[config.mk]
export PLATFORM = sky130hd
export DESIGN_NAME = bus_arbiter_rr
export DESIGN_NICKNAME = d
export VERILOG_FILES = /design/src/rtl/bus_arbiter_rr.sv
export SDC_FILE = /design/constraint.sdc
export NUM_CORES = 1
export LEC_CHECK = 0
export BUFFER_PORTS_ARGS = -buffer_cell sky130_fd_sc_hd__buf_2
export CAP_MARGIN = 15
export CORE_AREA = 4 4 41 43
export CTS_CLUSTER_SIZE = 24
export DETAILED_ROUTE_END_ITERATION = 12
export DIE_AREA = 0 0 45 47
export PLACE_DENSITY = 0.73
export SLEW_MARGIN = 25
export SYNTH_ARGS = -nofsm -noshare
export SYNTH_HDL_FRONTEND = slang
export SYNTH_SLANG_ARGS = --single-unit
[constraint.sdc]
create_clock -name clk -period 1.7 [get_ports clk]
set_input_delay 0.17 -clock clk [delete_from_list [all_inputs] [get_ports clk]]
set_output_delay 0.17 -clock clk [all_outputs]
set_load 0.05 [all_outputs]
[src/rtl/bus_arbiter_rr.sv]
// bus_arbiter_rr: round-robin bus arbiter with single split-transaction tracking; ARB_TIMEOUT_EN adds a hold-limit revoke
module bus_arbiter_rr #(
  parameter int NUM_MASTERS = 2,
  parameter int HOLD_LIMIT = 1024,
  localparam int OW = $clog2(NUM_MASTERS)
) (
  input  logic                   clk,
  input  logic                   rst,
  input  logic [NUM_MASTERS-1:0] breq,
  output logic [NUM_MASTERS-1:0] bgrant,
  output logic [OW-1:0]          owner,
  output logic                   bus_busy,
  input  logic                   s_split,
  input  logic                   s_split_done,
  output logic [NUM_MASTERS-1:0] m_split,
  output logic                   split_grant,
  output logic                   timeout
);
  localparam logic [1:0] IDLE = 2'd0, OWNED = 2'd1, HANDOVER = 2'd2;
  logic [1:0] state;
  logic [OW-1:0] last_owner, split_idx, rr_win, cand, win;
  logic split_valid, resume_pending, rr_hit, res_win, grant, split_c, release_c, revoke;
  logic [NUM_MASTERS-1:0] elig;
  assign m_split = split_valid ? NUM_MASTERS'(1) << split_idx : '0;
  assign bus_busy = |bgrant;
  assign elig = breq & ~m_split;
  assign res_win = resume_pending && breq[split_idx];
  // descending scan so the nearest eligible master after last_owner is written last
  always_comb begin
    rr_win = '0;
    rr_hit = 1'b0;
    cand = '0;
    for (int i = NUM_MASTERS; i >= 1; i--) begin
      cand = OW'((int'(last_owner) + i) % NUM_MASTERS);
      if (elig[cand]) begin
        rr_win = cand;
        rr_hit = 1'b1;
      end
    end
  end
  assign win = res_win ? split_idx : rr_win;
  assign grant = state == IDLE && (res_win || rr_hit);
  assign split_c = state == OWNED && s_split && !split_valid;
  assign release_c = state == OWNED && !breq[owner];
`ifdef ARB_TIMEOUT_EN
  localparam int CW = $clog2(HOLD_LIMIT + 1);
  logic [CW-1:0] hold_cnt;
  assign revoke = state == OWNED && hold_cnt == CW'(HOLD_LIMIT - 1);
  always_ff @(posedge clk or posedge rst) begin
    if (rst) begin
      hold_cnt <= '0;
      timeout <= 1'b0;
    end else begin
      hold_cnt <= grant ? '0 : state == OWNED ? hold_cnt + 1'b1 : hold_cnt;
      timeout <= revoke && !split_c && !release_c;
    end
  end
`else
  assign revoke = 1'b0;
  assign timeout = 1'b0;
`endif
  always_ff @(posedge clk or posedge rst) begin
    if (rst) begin
      state <= IDLE;
      bgrant <= '0;
      owner <= '0;
      last_owner <= OW'(NUM_MASTERS - 1);
      split_grant <= 1'b0;
    end else begin
      split_grant <= grant && res_win;
      if (grant) begin
        state <= OWNED;
        bgrant <= NUM_MASTERS'(1) << win;
        owner <= win;
        last_owner <= win;
      end else if (split_c || release_c || revoke) begin
        state <= HANDOVER;
        bgrant <= '0;
      end else if (state == HANDOVER) begin
        state <= IDLE;
      end
    end
  end
  // a resume grant or a cancel both retire the split; cancel also discards a same-cycle done
  always_ff @(posedge clk or posedge rst) begin
    if (rst) begin
      split_valid <= 1'b0;
      split_idx <= '0;
      resume_pending <= 1'b0;
    end else if ((grant && res_win) || (split_valid && !breq[split_idx])) begin
      split_valid <= 1'b0;
      resume_pending <= 1'b0;
    end else if (split_valid && s_split_done) begin
      resume_pending <= 1'b1;
    end else if (split_c) begin
      split_valid <= 1'b1;
      split_idx <= owner;
      resume_pending <= 1'b0;
    end
  end
endmodule

==> results_dict.tcl, run 1 <==
set metrics [dict create \
    clock-sinks 10 \
    ant_nets 0 \
    avgSynthCellArea_um2 10.9 \
    synth_area_um2 558 \
    cts_tree "yes" \
    hold_violations 0 \
    r2r_end "bgrant[1]" \
    switchingPower_mw 0.639 \
    rsz0062_at_grt "no" \
    regArea_um2 251 \
    post_drt_wl_per_cell_um 12.8 \
    combPwrFrac_pct 51.6 \
    clock_path_buffers 2 \
    status "complete, no violations" \
    nets 74 \
    worstSetupEndpoint "bgrant[1]" \
    fp.dieH_um 47 \
    coreArea_um2 1300 \
    finalInstanceArea_um2 666 \
    hp-start "s_split_done" \
    num_io_pins 14 \
    whs_path_depth 4 \
    syn_to_final_growth_pct 19.3 \
    drive_gt1_share_pct 40.3 \
    viasPerCell 4.90 \
    htreeDepth 1 \
    gr-total-overflow 0 \
    start_kind "flip-flop" \
    fp.dieArea_um2 2120 \
    track_usage_pct 12.4 \
    place_area_um2 629 \
    ys_top_cells_by_area "dfrtp_1 (40%), mux2i_1 (5.4%), dfstp_2 (4.7%)" \
    yosys_warnings 0 \
    p_clk_share_pct 12.8 \
    synth_area_leader_cell "dfrtp_1" \
    cts-root-buf "clkbuf_4" \
    synth_top_area_share_pct 40.4 \
    ys.flop_type "dfrtp_1" \
    crit_required_ns 1.85 \
    grt_max_degree 11 \
    ff2ff_setup_slack_ns 0.28 \
    start_util_pct 42.9 \
    clk_pin_slew_ns 0.07 \
    cts_resized 0 \
    firstDrtPassIters 2 \
    grt_pass1_vias 406 \
    pwr-share-seq_pct 35.5 \
    postSynth.asyncResetShare_pct 100 \
    max-cap-violations 0 \
    reg2reg_from "split_idx" \
    fillers 131 \
    skew_ns 0.00360 \
    cp_max_fo 7 \
    dieWidth_um 45 \
    end_kind "flip-flop" \
    synth.most_common_cell "dfrtp_1" \
    drt_iter0_drc 6 \
    fin_crit_sh_pct 83.6 \
    finalSetupViolCount 0 \
    diodes 0 \
    p_leak_nw 0.331 \
    peakVddDrop_mv 0.985 \
    synth_cells 51 \
    finalCriticalPeriod_ns 1.42 \
    grt_antenna_before_repair 0 \
    synth_edf_count 0 \
    p_int_mw 0.691 \
    gp_congestion 0.754 \
    num_rows 13 \
    multi_input_area_um2 288 \
    setup_tns_ns 0 \
    power_mw 1.33 \
    num_vias 402 \
    fmaxAchievable_mhz 704 \
    switching_share_pct 48.0 \
    min_path_type "input pin to flip-flop" \
    drc 0 \
    synthTopCellsByCount "dfrtp_1 (9), nand2_1 (7)" \
    yosysSeqAreaShare_pct 45.1 \
    numCtsBuffers 3 \
    r2r_cells 4 \
    worstSetupPathType "flip-flop to flip-flop" \
    clk_latency_ns 0.26 \
    synth.distinct_cells 27 \
    portBuffers 12 \
    startpoint "split_idx" \
    grt_first_pass_wirelength_um 1860 \
    cp.arrival_ns 1.57 \
    hpwlAfterDp_um 781 \
    power_density_nw_per_um2 2000 \
    maxSlewViolCount 0 \
    wl_um 1050 \
    yosys_register_bits 10 \
    synth_nets 57 \
]
power by group through the flow:
stage / Clock (mW) / Sequential (mW) / Combinational (mW)
finish: 0.171 / 0.473 / 0.687
CTS: 0.176 / 0.477 / 0.695
detailed placement: 0 / 0.480 / 0.687
global route: 0.189 / 0.503 / 0.748
global placement: 0 / 0.474 / 0.684
floorplan: 0 / 0.555 / 0.471
metrics by stage:
step	util, %	cells	worst slack (ns)	hold WS (ns)
2_1_floorplan	-	51	0.315	0.00946
3_3_place_gp	48.4	77	0.328	0.160
3_5_place_dp	48.4	77	0.296	0.166
4_1_cts	51.2	82	0.273	0.300
5_1_grt	51.2	82	0.174	0.321
6_report	51.2	82	0.279	0.309
logic make-up after synthesis:
kind of cell           after synthesis  share of synthesized area [%]
AOI/OAI and AO/OA                   11                           18.2
muxes                                5                           10.1
and+or+nand+nor                     20                           22.6
DFF                                 10                           45.1
other                                1                          0.672
buffers and inverters                4                           3.36
placed cells by master (no fill, tap or decap), drive strengths merged, types with 2 or more instances in the layout:
cell type | synthesis | final
mux2 | 2 | 2
nand3b | 2 | 2
nand2 | 7 | 7
buf | 1 | 12
a21oi | 3 | 3
a21o | 2 | 2
mux2i | 3 | 3
inv | 3 | 3
dfrtp | 9 | 9
clkbuf | 0 | 4
nor2 | 4 | 4
worst min path at each step:
stage	slack [ns]	end
after detailed placement	0.17	bgrant[0]
final	0.31	resume_pending
after CTS	0.30	resume_pending
after floorplan	0.009	bgrant[0]
after global routing	0.32	resume_pending
after global placement	0.16	bgrant[0]
per-layer routing:
layer / global-route usage (%) / share of wire (%) / vias up
li1: - / - / 210
met1: 17.5 / 48 / 179
met2: 18.4 / 45 / 11
met3: 3.83 / 6.6 / 2
met4: 3.51 / 0.76 / 0
met5: 0 / 0 / -
worst max-delay path: stages (launching register included):
cell and delay [ns]:
dfrtp_1 0.45, mux2_4 0.33, o221ai_4 0.25, nor3_4 0.09, a31o_1 0.19
repair_timing:
action / 4_1_cts / 5_1_grt
hold buffers: 1 / 0
endpoints found under the hold margin: 9 / 0
setup buffers: 0 / 0
flip-flops by register name, indices dropped and copies added, names as in the netlist:
name and flops:
split_idx 1, resume_pending 1, owner 1, state 2, split_valid 1, split_grant 1
bgrant 2, last_owner 1
final cells by class:
cell class | instances | area share, %
multi-input cells | 37 | 43.2
repair buffers | 13 | 10.5
inverters | 3 | 1.69
well taps | 15 | 2.82
clock buffers | 4 | 3.95
flip-flops and latches | 10 | 37.8
Note: power is estimated with default switching activity, not from simulation.
==> run 2: changes to the inputs <==
- clock period: 1.7 -> 1.38 ns (I/O delays scaled with it)
==> run 2 against run 1 <==
Non-clock buffer count up 3; worst hold slack got worse by 0.045 ns; clock power increased by 28%; fmax grew 7.9%; total power grew 32%; routed wire length rose by 3.1%; via count grew 9.0%; sequential cell count did not move; cell count is 3.7% higher; clock skew is 0.0042 ns higher; sequential share of layout area decreased by 1.9 points; setup slack worse by 0.22 ns.
==> results_dict.tcl, run 2 (same netlist as run 1, synthesis figures left out) <==
set metrics [dict create \
    p_int_mw 0.931 \
    power_density_nw_per_um2 2480 \
    start_kind "flip-flop" \
    drt_iter0_drc 4 \
    switchingPower_mw 0.820 \
    portBuffers 12 \
    cts-root-buf "clkbuf_4" \
    p_leak_nw 0.344 \
    min_path_type "input pin to flip-flop" \
    maxSlewViolCount 0 \
    fmaxAchievable_mhz 760 \
    crit_chain "mux2_4 -> o221ai_4 -> buf_4 -> nand3_1 -> o21ai_0" \
    peakVddDrop_mv 1.20 \
    clock-sinks 10 \
    cp_slowest_cell "dfrtp_1" \
    clock_path_buffers 2 \
    track_usage_pct 12.5 \
    num_rows 13 \
    rsz0062_at_grt "no" \
    max-cap-violations 0 \
    cp.arrival_ns 1.50 \
    viasPerCell 5.15 \
    hold_violations 0 \
    finalSetupViolCount 0 \
    start_util_pct 42.9 \
    post_drt_wl_per_cell_um 12.8 \
    gr-total-overflow 0 \
    wl_um 1090 \
    fin_crit_sh_pct 95.4 \
    num_io_pins 14 \
    coreArea_um2 1300 \
    syn_to_final_growth_pct 26.7 \
    p_clk_share_pct 12.5 \
    final_cell_mix "buf_2 (10), nand2_1 (7), dfrtp_1 (7), clkbuf_4 (4)" \
    reg_top3 "bgrant x2, state x2" \
    skew_ns 0.00782 \
    final_common_cell "buf_2" \
    dieWidth_um 45 \
    clk_pin_slew_ns 0.07 \
    switching_share_pct 46.8 \
    ant_nets 0 \
    combPwrFrac_pct 55.6 \
    status "complete, no violations" \
    nets 77 \
    fp.dieH_um 47 \
    grt_pass1_vias 437 \
    firstDrtPassIters 4 \
    num_vias 438 \
    diodes 0 \
    numCtsBuffers 3 \
    htreeDepth 1 \
    finalInstanceArea_um2 707 \
    grt_max_degree 11 \
    finalCriticalPeriod_ns 1.32 \
    end_kind "flip-flop" \
    gp_congestion 0.742 \
    cts_tree "yes" \
    place_area_um2 653 \
    clk_latency_ns 0.28 \
    cp_max_fo 4 \
    pwr-share-seq_pct 31.9 \
    grt_first_pass_wirelength_um 1840 \
    drive_gt1_share_pct 48.6 \
    drc 0 \
    worstSetupPathType "flip-flop to flip-flop" \
    hpwlAfterDp_um 807 \
    grt_antenna_before_repair 0 \
    crit_required_ns 1.57 \
    slowest_delay_ns 0.39 \
    fp.dieArea_um2 2120 \
    setup_tns_ns 0 \
    fillers 132 \
]
[run 2: changes by cell type in the layout (fill, tap and decap cells not counted), moves of 2 or more]
| cell | delta |
|---|---|
| dfrtp_1 | -2 |
| dfrtp_2 | +2 |
| buf_4 | +3 |
| buf_2 | -2 |
[run 2: what timing repair did]
action                                  4_1_cts  5_1_grt
endpoints found under the setup margin        1        7
hold buffers                                  1        0
resized for setup                             1        5
setup buffers                                 0        0
endpoints found under the hold margin         9        0
[run 2: metrics by stage]
step / utilization (%) / worst slack, ns / cells / power, mW / hold slack, ns
finish: 54.3 / 0.0636 / 85 / 1.75 / 0.264
global route: 54.3 / 0.00269 / 85 / 1.87 / 0.268
CTS: 53.2 / 0.0455 / 85 / 1.73 / 0.258
detailed placement: 50.2 / 0.0652 / 80 / 1.50 / 0.130
global placement: 50.2 / 0.0884 / 80 / 1.48 / 0.127
floorplan: - / 0.0506 / 51 / 1.27 / -0.0226
[run 2: routing by layer]
layer	vias to the layer above	part of all wire, %	track usage (%)
met2	14	45	20.1
met5	-	0	0
li1	218	-	-
met3	5	6.5	2.68
met4	0	3.2	10.5
met1	201	45	14.2
[run 2: power by group through the flow]
stage,Combinational [mW],Sequential (mW),Clock (mW)
final,0.974,0.558,0.219
after global routing,1.04,0.588,0.237
after CTS,0.953,0.556,0.222
after detailed placement,0.939,0.560,0
after global placement,0.924,0.560,0
after floorplan,0.580,0.686,0
[run 2: worst paths after layout]
path / slack (ns) / end / from / cells past startpoint
min reg2reg: 0.54 / bgrant[1] / bgrant[1] / 1
min in group asynchronous: 0.37 / state[0] / rst / 3
max in group asynchronous: 0.68 / last_owner / rst / 3
max reg2reg: 0.06 / bgrant[0] / split_idx / 5
min: 0.26 / resume_pending / s_split_done / 4
max: 0.06 / bgrant[0] / split_idx / 5
[run 2: final cells by class]
class,count,area [um^2],share of cell area (%)
Multi-Input combinational cell,37,295,41.8
Sequential cell,10,254,35.9
Timing Repair Buffer,16,101,14.3
Clock buffer,4,26.3,3.72
Tap cell,15,18.8,2.65
Inverter,3,11.3,1.59
[run 2: critical path: cells and delay by family (launching register included)]
family	cells	cell delay, ns
flops	1	0.39
compound gates	2	0.29
buf+inv	1	0.17
simple gates	1	0.07
mux	1	0.31
